File: config.mk
export PLATFORM = sky130hd
export DESIGN_NAME = audio_sample_sequencer_flat
export DESIGN_NICKNAME = d
export VERILOG_FILES = /design/src/rtl/audio_pkg.sv /design/src/rtl/audio_sample_sequencer_if.sv /design/src/rtl/audio_sample_sequencer_sat_counter.sv /design/src/rtl/audio_sample_sequencer.sv /design/src/flat_wrapper.sv
export SDC_FILE = /design/constraint.sdc
export NUM_CORES = 1
export LEC_CHECK = 0
export CORE_MARGIN = 3
export CORE_UTILIZATION = 44
export CTS_CLUSTER_SIZE = 28
export DETAILED_ROUTE_END_ITERATION = 16
export PLACE_DENSITY = 0.78
export SYNTH_ARGS = -nofsm -noshare
export SYNTH_HDL_FRONTEND = slang
export SYNTH_SLANG_ARGS = --single-unit
File: constraint.sdc
create_clock -name CLOCK_50 -period 2.8 [get_ports CLOCK_50]
set_clock_uncertainty 0.1 [all_clocks]
set_input_delay 0.7 -clock CLOCK_50 [delete_from_list [all_inputs] [get_ports CLOCK_50]]
set_output_delay 0.7 -clock CLOCK_50 [all_outputs]
set_load 0.02 [all_outputs]
File: src/rtl/audio_pkg.sv
// Shared types and helpers for the audio frame sequencer.
package audio_pkg;

  // Reference sample width for the stereo frame record.
  localparam int STEREO_W = 32;

  typedef enum logic [2:0] {
    IDLE,
    READ,
    PROC,
    WAIT_OUT,
    WRITE
  } seq_state_t;

  typedef struct packed {
    logic [STEREO_W-1:0] l;
    logic [STEREO_W-1:0] r;
  } stereo_t;

  // Increment that sticks at max_value instead of wrapping.
  function automatic logic [31:0] sat_inc(input logic [31:0] value,
                                          input logic [31:0] max_value);
    return (value >= max_value) ? value : value + 32'd1;
  endfunction

endpackage

File: src/rtl/audio_sample_sequencer_if.sv
// Codec FIFO and effects-chain handshake bundle.
// master: the sequencer. slave: codec driver plus effects datapath.
interface audio_sample_sequencer_if #(
  parameter int DATA_W = 32
);
  // Codec input FIFO
  logic              audio_in_available;
  logic [DATA_W-1:0] audio_in_L;
  logic [DATA_W-1:0] audio_in_R;
  logic              read_audio_in;
  // Codec output FIFO
  logic              audio_out_allowed;
  logic              write_audio_out;
  logic [DATA_W-1:0] audio_out_L;
  logic [DATA_W-1:0] audio_out_R;
  // Effects chain
  logic              proc_start;
  logic [DATA_W-1:0] proc_in_L;
  logic [DATA_W-1:0] proc_in_R;
  logic              res_valid;
  logic [DATA_W-1:0] res_L;
  logic [DATA_W-1:0] res_R;

  modport master (
    input  audio_in_available, audio_in_L, audio_in_R,
    output read_audio_in,
    input  audio_out_allowed,
    output write_audio_out, audio_out_L, audio_out_R,
    output proc_start, proc_in_L, proc_in_R,
    input  res_valid, res_L, res_R
  );

  modport slave (
    output audio_in_available, audio_in_L, audio_in_R,
    input  read_audio_in,
    output audio_out_allowed,
    input  write_audio_out, audio_out_L, audio_out_R,
    input  proc_start, proc_in_L, proc_in_R,
    output res_valid, res_L, res_R
  );

endinterface

File: src/rtl/audio_sample_sequencer_sat_counter.sv
// Saturating up-counter with synchronous clear (clear wins over increment).
module sat_counter
  import audio_pkg::*;
#(
  parameter int WIDTH = 16
) (
  input  logic             clk,
  input  logic             rst_n,
  input  logic             clr,
  input  logic             inc,
  output logic [WIDTH-1:0] count
);

  localparam logic [WIDTH-1:0] MAX_COUNT = '1;

  // Count register: clear, else saturating increment.
  // NOTE: sequential state uses <= so every flop samples pre-edge values.
  always_ff @(posedge clk or negedge rst_n) begin
    if (!rst_n) begin
      count <= '0;
    end else if (clr) begin
      count <= '0;
    end else if (inc) begin
      count <= WIDTH'(sat_inc(32'(count), 32'(MAX_COUNT)));
    end
  end

endmodule

File: src/rtl/audio_sample_sequencer.sv
// Frame sequencer: pops one stereo frame from the codec input FIFO, runs it
// through the effects chain (or bypasses it), and pushes the result to the
// codec output FIFO. Exposes saturating frame/timeout counters for debug.
module audio_sample_sequencer
  import audio_pkg::*;
#(
  parameter int DATA_W      = 32,
  parameter int TIMEOUT_CYC = 1024,
  parameter int CNT_W       = 16
) (
  input  logic                       CLOCK_50,
  input  logic                       reset_n,
  input  logic                       enable,
  input  logic                       bypass,
  audio_sample_sequencer_if.master   bus,
  output logic                       busy,
  output logic [CNT_W-1:0]           frame_count,
  output logic [CNT_W-1:0]           timeout_count
);

  localparam int              TO_W    = $clog2(TIMEOUT_CYC);
  localparam logic [TO_W-1:0] TO_LAST = TO_W'(TIMEOUT_CYC - 1);

  seq_state_t        state;
  logic              byp_q;
  logic              read_q, start_q, write_q;
  logic [DATA_W-1:0] proc_l_q, proc_r_q;
  logic [DATA_W-1:0] out_l_q, out_r_q;

  logic [TO_W-1:0]   to_cnt;
  logic              to_hit, to_clr, to_inc;
  logic              frame_inc, timeout_inc;

  assign bus.read_audio_in   = read_q;
  assign bus.proc_start      = start_q;
  assign bus.write_audio_out = write_q;
  assign bus.proc_in_L       = proc_l_q;
  assign bus.proc_in_R       = proc_r_q;
  assign bus.audio_out_L     = out_l_q;
  assign bus.audio_out_R     = out_r_q;

  // PROC cycle counter is zeroed during READ, so the first PROC cycle sees 0.
  assign to_hit      = (to_cnt == TO_LAST);
  assign to_clr      = (state == READ);
  assign to_inc      = (state == PROC) && !byp_q;
  // A result arriving on the timeout cycle takes priority and is not a timeout.
  assign timeout_inc = (state == PROC) && to_hit && !bus.res_valid;
  assign frame_inc   = (state == WRITE);

  sat_counter #(.WIDTH(TO_W)) u_proc_timer (
    .clk   (CLOCK_50),
    .rst_n (reset_n),
    .clr   (to_clr),
    .inc   (to_inc),
    .count (to_cnt)
  );

  sat_counter #(.WIDTH(CNT_W)) u_frame_cnt (
    .clk   (CLOCK_50),
    .rst_n (reset_n),
    .clr   (1'b0),
    .inc   (frame_inc),
    .count (frame_count)
  );

  sat_counter #(.WIDTH(CNT_W)) u_timeout_cnt (
    .clk   (CLOCK_50),
    .rst_n (reset_n),
    .clr   (1'b0),
    .inc   (timeout_inc),
    .count (timeout_count)
  );

  // Frame FSM with registered strobes and data outputs.
  always_ff @(posedge CLOCK_50 or negedge reset_n) begin
    if (!reset_n) begin
      state    <= IDLE;
      byp_q    <= 1'b0;
      busy     <= 1'b0;
      read_q   <= 1'b0;
      start_q  <= 1'b0;
      write_q  <= 1'b0;
      // NOTE: data registers are reset too because they drive ports that
      // must read 0 after reset; pure storage arrays would be left unreset.
      proc_l_q <= '0;
      proc_r_q <= '0;
      out_l_q  <= '0;
      out_r_q  <= '0;
    end else begin
      // Strobes default low so each is a single-cycle pulse.
      read_q  <= 1'b0;
      start_q <= 1'b0;
      write_q <= 1'b0;
      case (state)
        IDLE: begin
          if (enable && bus.audio_in_available) begin
            state  <= READ;
            read_q <= 1'b1;
            busy   <= 1'b1;
          end
        end
        READ: begin
          // Head of FIFO is still this frame; the pop lands at this edge.
          proc_l_q <= bus.audio_in_L;
          proc_r_q <= bus.audio_in_R;
          byp_q    <= bypass;
          if (bypass) begin
            out_l_q <= bus.audio_in_L;
            out_r_q <= bus.audio_in_R;
            state   <= WAIT_OUT;
          end else begin
            start_q <= 1'b1;
            state   <= PROC;
          end
        end
        PROC: begin
          if (bus.res_valid) begin
            out_l_q <= bus.res_L;
            out_r_q <= bus.res_R;
            state   <= WAIT_OUT;
          end else if (to_hit) begin
            // Effects never answered: pass the dry frame through.
            out_l_q <= proc_l_q;
            out_r_q <= proc_r_q;
            state   <= WAIT_OUT;
          end
        end
        WAIT_OUT: begin
          // Hold here as long as the output FIFO is full.
          if (bus.audio_out_allowed) begin
            write_q <= 1'b1;
            state   <= WRITE;
          end
        end
        WRITE: begin
          state <= IDLE;
          busy  <= 1'b0;
        end
        default: begin
          state <= IDLE;
          busy  <= 1'b0;
        end
      endcase
    end
  end

endmodule

File: src/flat_wrapper.sv
// flat-port wrapper written by rule: the top's interface ports become plain ports
module audio_sample_sequencer_flat import audio_pkg::*;
#(
  parameter int DATA_W      = 32,
  parameter int TIMEOUT_CYC = 1024,
  parameter int CNT_W       = 16
)
  (CLOCK_50, reset_n, enable, bypass, busy, frame_count, timeout_count, bus_audio_in_available, bus_audio_in_L, bus_audio_in_R, bus_read_audio_in, bus_audio_out_allowed, bus_write_audio_out, bus_audio_out_L, bus_audio_out_R, bus_proc_start, bus_proc_in_L, bus_proc_in_R, bus_res_valid, bus_res_L, bus_res_R);
  audio_sample_sequencer_if #(.DATA_W(DATA_W)) bus_i ();
  input  logic CLOCK_50;
  input  logic reset_n;
  input  logic enable;
  input  logic bypass;
  output logic busy;
  output logic [CNT_W-1:0] frame_count;
  output logic [CNT_W-1:0] timeout_count;
  input wire logic [$bits(bus_i.audio_in_available)-1:0] bus_audio_in_available;
  input wire logic [$bits(bus_i.audio_in_L)-1:0] bus_audio_in_L;
  input wire logic [$bits(bus_i.audio_in_R)-1:0] bus_audio_in_R;
  output wire logic [$bits(bus_i.read_audio_in)-1:0] bus_read_audio_in;
  input wire logic [$bits(bus_i.audio_out_allowed)-1:0] bus_audio_out_allowed;
  output wire logic [$bits(bus_i.write_audio_out)-1:0] bus_write_audio_out;
  output wire logic [$bits(bus_i.audio_out_L)-1:0] bus_audio_out_L;
  output wire logic [$bits(bus_i.audio_out_R)-1:0] bus_audio_out_R;
  output wire logic [$bits(bus_i.proc_start)-1:0] bus_proc_start;
  output wire logic [$bits(bus_i.proc_in_L)-1:0] bus_proc_in_L;
  output wire logic [$bits(bus_i.proc_in_R)-1:0] bus_proc_in_R;
  input wire logic [$bits(bus_i.res_valid)-1:0] bus_res_valid;
  input wire logic [$bits(bus_i.res_L)-1:0] bus_res_L;
  input wire logic [$bits(bus_i.res_R)-1:0] bus_res_R;
  assign bus_i.audio_in_available = bus_audio_in_available;
  assign bus_i.audio_in_L = bus_audio_in_L;
  assign bus_i.audio_in_R = bus_audio_in_R;
  assign bus_read_audio_in = bus_i.read_audio_in;
  assign bus_i.audio_out_allowed = bus_audio_out_allowed;
  assign bus_write_audio_out = bus_i.write_audio_out;
  assign bus_audio_out_L = bus_i.audio_out_L;
  assign bus_audio_out_R = bus_i.audio_out_R;
  assign bus_proc_start = bus_i.proc_start;
  assign bus_proc_in_L = bus_i.proc_in_L;
  assign bus_proc_in_R = bus_i.proc_in_R;
  assign bus_i.res_valid = bus_res_valid;
  assign bus_i.res_L = bus_res_L;
  assign bus_i.res_R = bus_res_R;
  audio_sample_sequencer #(.DATA_W(DATA_W), .TIMEOUT_CYC(TIMEOUT_CYC), .CNT_W(CNT_W)) u_core (.CLOCK_50(CLOCK_50), .reset_n(reset_n), .enable(enable), .bypass(bypass), .bus(bus_i), .busy(busy), .frame_count(frame_count), .timeout_count(timeout_count));
endmodule
Word-level counts from Yosys, hierarchy flattened. Cells that the tools add are included.

Bits in registers: 178. Logic and storage cells: 73.

$add $sub $neg: 3. Bitwise logic cells: 3. Mux-type cells: 25. $lt $le $gt $ge: 3. Equality and inequality tests: 10. Reductions and logical operators: 16.

Operators by type and width (number): $mux W32 (6); $pmux W32 S2 (2); $add A16 B1 Y16 const B (2); $ge A16 B16 Y1 const B (2); $mux W10 (3); $mux W3 (4); $pmux W3 S4 (1); $add A10 B1 Y10 const B (1); $eq A10 B10 Y1 const B (1); $ge A10 B10 Y1 const B (1); $mux W1 (8); $reduce_and A2 Y1 (4); $eq A3 B2 Y1 const B (2); $reduce_and A3 Y1 (2); $logic_and A1 B1 Y1 (4); $ne A2 B1 Y1 const B (2); $ne A2 B2 Y1 const B (2); $reduce_bool A2 Y1 (2); $eq A3 B1 Y1 const B (1); $eq A3 B3 Y1 const B (1); $logic_not A3 Y1 (1); $ne A3 B2 Y1 const B (1); $not A1 Y1 (3); $reduce_or A3 Y1 (1); 2 further kinds (3).

Logic depth before layout (Yosys ltp). Gate-level depths: netlist of run 1.

Depth in word-level cells: 4. Gate-level depth with buffers: 7. Gate-level depth less buffers: 5.

By module. Synthesis of run 1 repeated with hierarchy kept, for this count alone.

Cells, all modules: 827. Area total of the unflattened synthesis: 8913.5 µm².

By module, submodules not included: audio_sample_sequencer (times used 1, area an instance 6611.3 µm², cells an instance 591); sat_counter at u_core.u_frame_cnt ... (times used 2, area an instance 879.6 µm², cells an instance 91); sat_counter at u_core.u_proc_timer (times used 1, area an instance 543.0 µm², cells an instance 54).

Worst setup path before layout of run 1. OpenSTA, ideal clock, no wires.

Path type: register -> register. Start point: reg u_core.u_frame_cnt.count[0]. End point: reg u_core.u_frame_cnt.count[1]. Cell stages (with the launch flop): 6. Arrival: 1.905 ns. Path slack: 0.670 ns. Clock period less this slack: 2.130 ns. Cells stage by stage: dfrtp_1 > ha_1 > nand4_1 > nor4_1 > nor2_1 > mux2_2.

Longest elaborated chain between the ends: 3. Elaborated cells between the ends (all ways): 4.

Ends and longest elaborated chain: start, declared (line audio_sample_sequencer_sat_counter.sv:11) `output logic [WIDTH-1:0] count`; start signal, assigned (line audio_sample_sequencer_sat_counter.sv:24) `count <= WIDTH'(sat_inc(32'(count), 32'(MAX_COUNT)));`; $ge A16 B16 Y1 (line audio_pkg.sv:23) `return (value >= max_value) ? value : value + 32'd1;`; $not A1 Y1 (no line); $reduce_and A2 Y1 (no line).

Several ways; a longest one is shown, not always the timed one. A chain may end at the register's enable or synchronous reset.

Worst setup path after layout of run 1.
Start point: reg u_core.u_frame_cnt.count[2]. End point: out frame_count[2].

RTL lines: end, declared (line flat_wrapper.sv:15) `output logic [CNT_W-1:0] frame_count;`.

No word-level cell between the ends.

==> out/results.txt, run 1 <==
Post-synth top cells: nand2_1 (213), dfrtp_1 (178), a221o_1 (64), a22o_1 (64), clkbuf_1 (45)
Setup TNS: 0 ns
power per cell area: 1080 nW/µm²
post-synth cell types: 44
synthesized area: 7770 µm²
vias in the first global route: 7004
Syn Area/Cell: 10.6 µm²
first-pass GRT wire length: 39200 µm
CP Max Fanout: 6
relative slew slack: 0.423
post-synthesis async set-or-reset flop share: 1.00
clock input transition at the sequential cells of the worst setup and hold paths: 0.07 ns
Via density: 5.58
routed vias: 7008
CTS buffer count: 17
fmax: 0.427 GHz
area of the multi-input gates: 3130 µm²
Worst Path Arrival: 1.54 ns
Required @ worst endpoint: 2.00 ns
Final #Nets: 1157
syn_nets: 870
reg2reg setup slack: 0.50 ns
CTS tree: built
Worst Setup Start Kind: flip-flop
CTS H-Tree Depth: 4
die footprint: 19300 µm²
clock period minus worst slack: 2.34 ns
largest family of logic cells by synthesized area: compound AO/OA/AOI/OAI gates
setup repair bufs after CTS: 0
sequential cell area: 4450 µm²
share of cells above drive strength 1: 0.0640
most used flip-flop cell after synthesis: dfrtp_1
Vert. Die Dim: 139 µm
cell chosen for the clock root: clkbuf_16
post-synthesis mux area share: 0.00563
Ports: 299
cell family with most CP delay: buffers and inverters
Final Setup Violations: 0
gpl congestion: 0.809
Synth Area in Simple Gates: 0.175
Post-DRT Antenna Nets: 0
final hold violation count: 0
worst-path cell chain: clkdlybuf4s50_1
clock latency on the worst-skew pair: 0.42 ns
LEAKAGE: 0.00528 µW
Seq/Total Area, Yosys: 0.573
kind of end point of the critical path: output port
RSZ-0062 raised after global routing: no
Synth-to-Final Area Change: 50.6%
final worst-path cycle share: 0.836
antenna violations before repair: 4
Die X: 139 µm
WL final: 24700 µm
gr ovfl total: 0
Seq cells post-synth: 178
core area: 16900 µm²
complex-gate fraction of the synthesized area: 0.181
HPWL after detailed placement: 16900 µm
largest net degree at the start of global routing: 73
post-synth top area cell: dfrtp_1
maxcap violations: 0
Clock Sinks: 178
gr usage total: 0.253
critical path type: reg -> out
fin. max-slew vios: 0
post-synthesis adder-cell area fraction: 0.00483
Buf/Inv on CP: 1
min-delay worst type: in -> async
EDFF count, synth: 0
Synthesis Warnings: 0
Yosys top cell area share: 0.573
Synth Area in XOR/XNOR: 0.0338
Iteration-0 DRC Markers: 424
measured slew at the worst slew-check pin: 0.866 ns
CTS Buffer Depth: 2
Post-Syn Instances: 732
port bufs: 298
worst-path cell with the longest stage delay: clkdlybuf4s50_1
Core Util, Final: 0.691
most common cell in the netlist: nand2_1
router iterations before antenna repair: 4
slowest stage delay, CP: 0.65 ns
Power, Total: 12600 µW
status: completed
std cell rows: 47
Synth area leaders: dfrtp_1 (57%), nand2_1 (10%), a221o_1 (8.2%)
DRC: 0
DR WL/cell: 19.7 µm
filler instances: 1286
starting density of the core: 0.459
Worst VDD drop: 0.693 mV
Post-CTS Resized: 0
Hold Buf Count CTS: 0
per-layer routing:
metal / up-vias / wire (µm) / global-route usage
li1: 3240 / - / -
met1: 3456 / 10100 / 0.328
met2: 280 / 12000 / 0.403
met3: 32 / 2020 / 0.0803
met4: 0 / 539 / 0.0875
met5: - / 0 / 0
final cells by class:
class	count	area share
antenna	4	0.000855
clock buffer	20	0.0390
clock inverter	12	0.0113
inverter	5	0.00160
multi-input combinational	499	0.268
sequential	178	0.381
tap	220	0.0235
timing repair buffer	318	0.275
power by group:
group          internal, µW  switching (µW)
registers              3570             786
logic                  2780            3050
clock network          1370            1040
total                  7720            4870
flip-flops by register name, indices dropped and copies added (netlist names):
name,cells
u_core.byp_q,1
u_core.bus.proc_in_L,32
u_core.bus.write_audio_out,1
u_core.u_timeout_cnt.count,16
u_core.u_frame_cnt.count,16
u_core.bus.proc_start,1
u_core.u_proc_timer.count,10
u_core.bus.proc_in_R,32
u_core.bus.audio_out_L,32
u_core.bus.read_audio_in,1
u_core.busy,1
u_core.state,3
u_core.bus.audio_out_R,32
logic make-up (layout without fill, tap and decap cells):
kind of cell | after synthesis | count (layout)
fa+ha+maj | 3 | 3
other cells | 0 | 4
flops | 178 | 178
mux | 4 | 4
xor+xnor | 30 | 30
compound gates | 158 | 158
simple gates | 304 | 304
buf+inv | 55 | 355
path summary, 6_finish.rpt:
check | start | endpoint | depth (start not counted)
setup / recovery | u_core.u_frame_cnt.count[2]$_DFFE_PN0P_ | frame_count[2] | 1
hold / removal | reset_n | u_core.u_frame_cnt.count[9]$_DFFE_PN0P_ | 1
setup reg to reg | u_core.state[2]$_DFFE_PN0P_ | u_core.u_frame_cnt.count[13]$_DFFE_PN0P_ | 4
hold reg to reg | u_core.byp_q$_DFFE_PN0N_ | u_core.byp_q$_DFFE_PN0N_ | 1
max in group asynchronous | reset_n | u_core.bus.audio_out_R[13]$_DFFE_PN0P_ | 2
min in group CLOCK_50 | u_core.byp_q$_DFFE_PN0N_ | u_core.byp_q$_DFFE_PN0N_ | 1
metrics by stage:
step | cells | worst slack [ns] | instance area, µm² | hold slack [ns]
after floorplan | 732 | 0.670 | 7770 | 0.304
after global placement | 1220 | 0.222 | 11100 | 0.363
after detailed placement | 1220 | 0.166 | 11100 | 0.372
after CTS | 1252 | 0.449 | 11700 | 0.114
after global routing | 1256 | 0.346 | 11700 | 0.130
final | 1256 | 0.459 | 11700 | 0.106
placed cells by master (no fill, tap or decap), drive strengths merged, types with 4 or more instances in the layout:
cell	count
a21oi	6
clkdlybuf4s50	297
dfrtp	178
xnor2	4
nand4	10
or4	4
nand3	13
nor2	14
a221o	64
and4	4
diode	4
nor3	8
buf	21
o31ai	6
nor4	10
and3	7
clkbuf	20
inv	6
a211oi	4
clkinv	6
a22o	64
xor2	26
nand2	213
No activity file was read; power rests on OpenSTA's default activity.
==> inputs of run 2 (changes only) <==
--- a/config.mk
+++ b/config.mk
@@ -6,10 +6,10 @@
 export NUM_CORES = 1
 export LEC_CHECK = 0
 export CORE_MARGIN = 3
-export CORE_UTILIZATION = 44
+export CORE_UTILIZATION = 40
 export CTS_CLUSTER_SIZE = 28
 export DETAILED_ROUTE_END_ITERATION = 16
-export PLACE_DENSITY = 0.78
+export PLACE_DENSITY = 0.75
 export SYNTH_ARGS = -nofsm -noshare
 export SYNTH_HDL_FRONTEND = slang
 export SYNTH_SLANG_ARGS = --single-unit
==> constraint.sdc (replaced) <==
create_clock -name CLOCK_50 -period 2 [get_ports CLOCK_50]
set_clock_uncertainty 0.1 [all_clocks]
set_input_delay 0.5 -clock CLOCK_50 [delete_from_list [all_inputs] [get_ports CLOCK_50]]
set_output_delay 0.5 -clock CLOCK_50 [all_outputs]
set_load 0.02 [all_outputs]
==> run 2 against run 1 <==
  * The flow now finishes with violations (setup timing)
  * Design area grew 2.8%
  * Setup slack got worse by 0.50 ns
  * Critical path depth rose by 4
  * Hold slack gained 0.28 ns
==> out/results.txt, run 2 (synthesis gave the netlist of run 1 again) <==
status: complete, but fails checks
failing checks: setup timing
Ports: 299 (unchanged)
commonest non-fill, non-tap cell in the layout: nand2_1
sequential cell area: 4460 µm² (about the same)
worst setup margin: -0.0398 ns (-0.499 ns)
most frequent cells in the layout: nand2_1 (212), dfrtp_1 (175), dlygate4sd2_1 (158), clkdlybuf4s50_1 (136)
Via density: 5.44 (-2.4%)
clock latency on the worst-skew pair: 0.43 ns (about the same)
dpl ws: -0.380 ns (-0.546 ns)
LEAKAGE: 0.00597 µW (+13%)
port bufs: 298 (unchanged)
RR Startpoint: u_core.state[2]$_DFFE_PN0P_
measured slew at the worst slew-check pin: 0.440 ns (-0.426 ns)
worst setup path start: u_core.state[2]$_DFFE_PN0P_
CTS tree: built
maxcap violations: 0 (unchanged)
HPWL after detailed placement: 17300 µm (+2.1%)
Clock Sinks: 178 (unchanged)
CTS H-Tree Depth: 4 (unchanged)
Vert. Die Dim: 145 µm (+4.7%)
worst-path cell chain: nor4b_2 -> nand4_1 -> buf_4 -> a21oi_1 -> mux2_2
RSZ-0062 raised after global routing: yes
Reg2Reg Depth: 5 (+1)
largest net degree at the start of global routing: 68 (-6.8%)
core area: 18900 µm² (+12%)
Final Setup Violations: 3 (+3)
relative slew slack: 0.707 (+0.284)
slowest stage delay, CP: 0.47 ns (-0.18 ns)
Worst Setup Start Kind: flip-flop
Power, Total: 17400 µW (+38%)
filler instances: 1579 (+23%)
antenna violations before repair: 0 (-4)
power per cell area: 1450 nW/µm² (+34%)
first-pass GRT wire length: 40900 µm (+4.3%)
router iterations before antenna repair: 5 (+1)
min-delay worst type: reg -> reg
gr usage total: 0.240 (-0.0123)
gpl congestion: 0.840 (+3.7%)
DRC: 0 (unchanged)
Die X: 145 µm (+4.7%)
final worst-path cycle share: 1.02
Post-DRT Antenna Nets: 0 (unchanged)
gr ovfl total: 0 (unchanged)
share of cells above drive strength 1: 0.108 (+0.0438)
starting density of the core: 0.411 (-0.0475)
Final #Nets: 1192 (+3.0%)
clock input transition at the sequential cells of the worst setup and hold paths: 0.07 ns (about the same)
DR WL/cell: 19.8 µm (+0.52%)
Hold Path Stages: 1
critical path endpoint: u_core.u_timeout_cnt.count[1]$_DFFE_PN0P_
RR Endpoint: u_core.u_timeout_cnt.count[1]$_DFFE_PN0P_
Synth-to-Final Area Change: 54.8%
vias in the first global route: 7366 (+5.2%)
fin. max-slew vios: 0 (unchanged)
area of the multi-input gates: 3230 µm² (+3.0%)
Required @ worst endpoint: 2.20 ns (+0.20 ns)
Worst VDD drop: 0.744 mV (+7.4%)
std cell rows: 50 (+6.4%)
CP Max Fanout: 13 (+7)
fmax: 0.490 GHz
Ant. Diodes: 0 (-4)
Worst Path Arrival: 2.24 ns (+0.70 ns)
kind of end point of the critical path: flip-flop
CTS Buffer Depth: 2 (unchanged)
routed vias: 7225 (+3.1%)
Setup TNS: -0.0866 ns (-0.0866 ns)
critical path type: reg -> reg
reg2reg setup slack: -0.04 ns (-0.54 ns)
WL final: 26200 µm (+6.2%)
clock period minus worst slack: 2.04 ns
Iteration-0 DRC Markers: 459 (+8.3%)
worst-path cell with the longest stage delay: dfrtp_2
cell chosen for the clock root: clkbuf_16
final hold violation count: 0 (unchanged)
CTS buffer count: 17 (unchanged)
die footprint: 21100 µm² (+9.6%)
-- run 2: cell types whose count changed in the layout (fill, tap and decap cells not counted), sizes merged, moves of 2 or more --
cell	delta
diode	-4
buf	+32
clkdlybuf4s50	-161
clkinv	-2
dlygate4sd2	+158
inv	+5
dlymetal6s2s	+3
-- run 2: repair_timing --
| item | CTS | global route |
|---|---|---|
| gates cloned | 0 | 3 |
| endpoints found under the hold margin | 35 | 0 |
| pin swaps | 3 | 4 |
| buffers inserted | 1 | 2 |
| resized for setup | 164 | 19 |
| hold buffers | 1 | 0 |
| endpoints found under the setup margin | 189 | 86 |
-- run 2: layout make-up --
class	count	share of cell area
clock buffers	18	0.0357
clock inverters	14	0.0125
inverters	5	0.00156
multi-input cells	499	0.268
flip-flops and latches	178	0.371
well taps	260	0.0270
repair buffers	353	0.284
-- run 2: critical path: cells and delay by family (launching register included) --
| family | cells | cell delay [ns] |
|---|---|---|
| multiplexers | 1 | 0.36 |
| AO/OA/AOI/OAI | 1 | 0.18 |
| buffers and inverters | 1 | 0.24 |
| flip-flops | 1 | 0.47 |
| AND/OR/NAND/NOR | 2 | 0.57 |
-- run 2: layer usage --
layer | wire, µm | vias up | global-route usage
met3 | 1920 | 35 | 0.0666
met2 | 12900 | 298 | 0.398
met5 | 0 | - | 0
met4 | 517 | 0 | 0.0741
li1 | - | 3322 | -
met1 | 10900 | 3570 | 0.309
-- run 2: worst min path at each step --
stage,start,to,slack [ns]
after floorplan,reset_n,u_core.bus.audio_out_L[0]$_DFFE_PN0P_,0.10
after global placement,reset_n,u_core.u_frame_cnt.count[13]$_DFFE_PN0P_,0.36
after detailed placement,reset_n,u_core.u_frame_cnt.count[13]$_DFFE_PN0P_,0.36
after CTS,u_core.byp_q$_DFFE_PN0N_,u_core.byp_q$_DFFE_PN0N_,0.39
after global routing,u_core.u_timeout_cnt.count[6]$_DFFE_PN0P_,u_core.u_timeout_cnt.count[6]$_DFFE_PN0P_,0.41
final,u_core.byp_q$_DFFE_PN0N_,u_core.byp_q$_DFFE_PN0N_,0.39
-- run 2: power breakdown --
group / internal [µW] / switching [µW] / total (µW)
clock network: 1860 / 1490 / 3350
logic: 3440 / 4550 / 7990
registers: 5010 / 1040 / 6050
-- run 2: stage by stage --
step	util	instances	area [µm²]	hold WS, ns
global placement	0.605	1288	11400	0.358
CTS	0.628	1322	11900	0.391
global route	0.637	1327	12000	0.407
finish	0.637	1327	12000	0.389
detailed placement	0.605	1288	11400	0.361
floorplan	-	732	7790	0.104
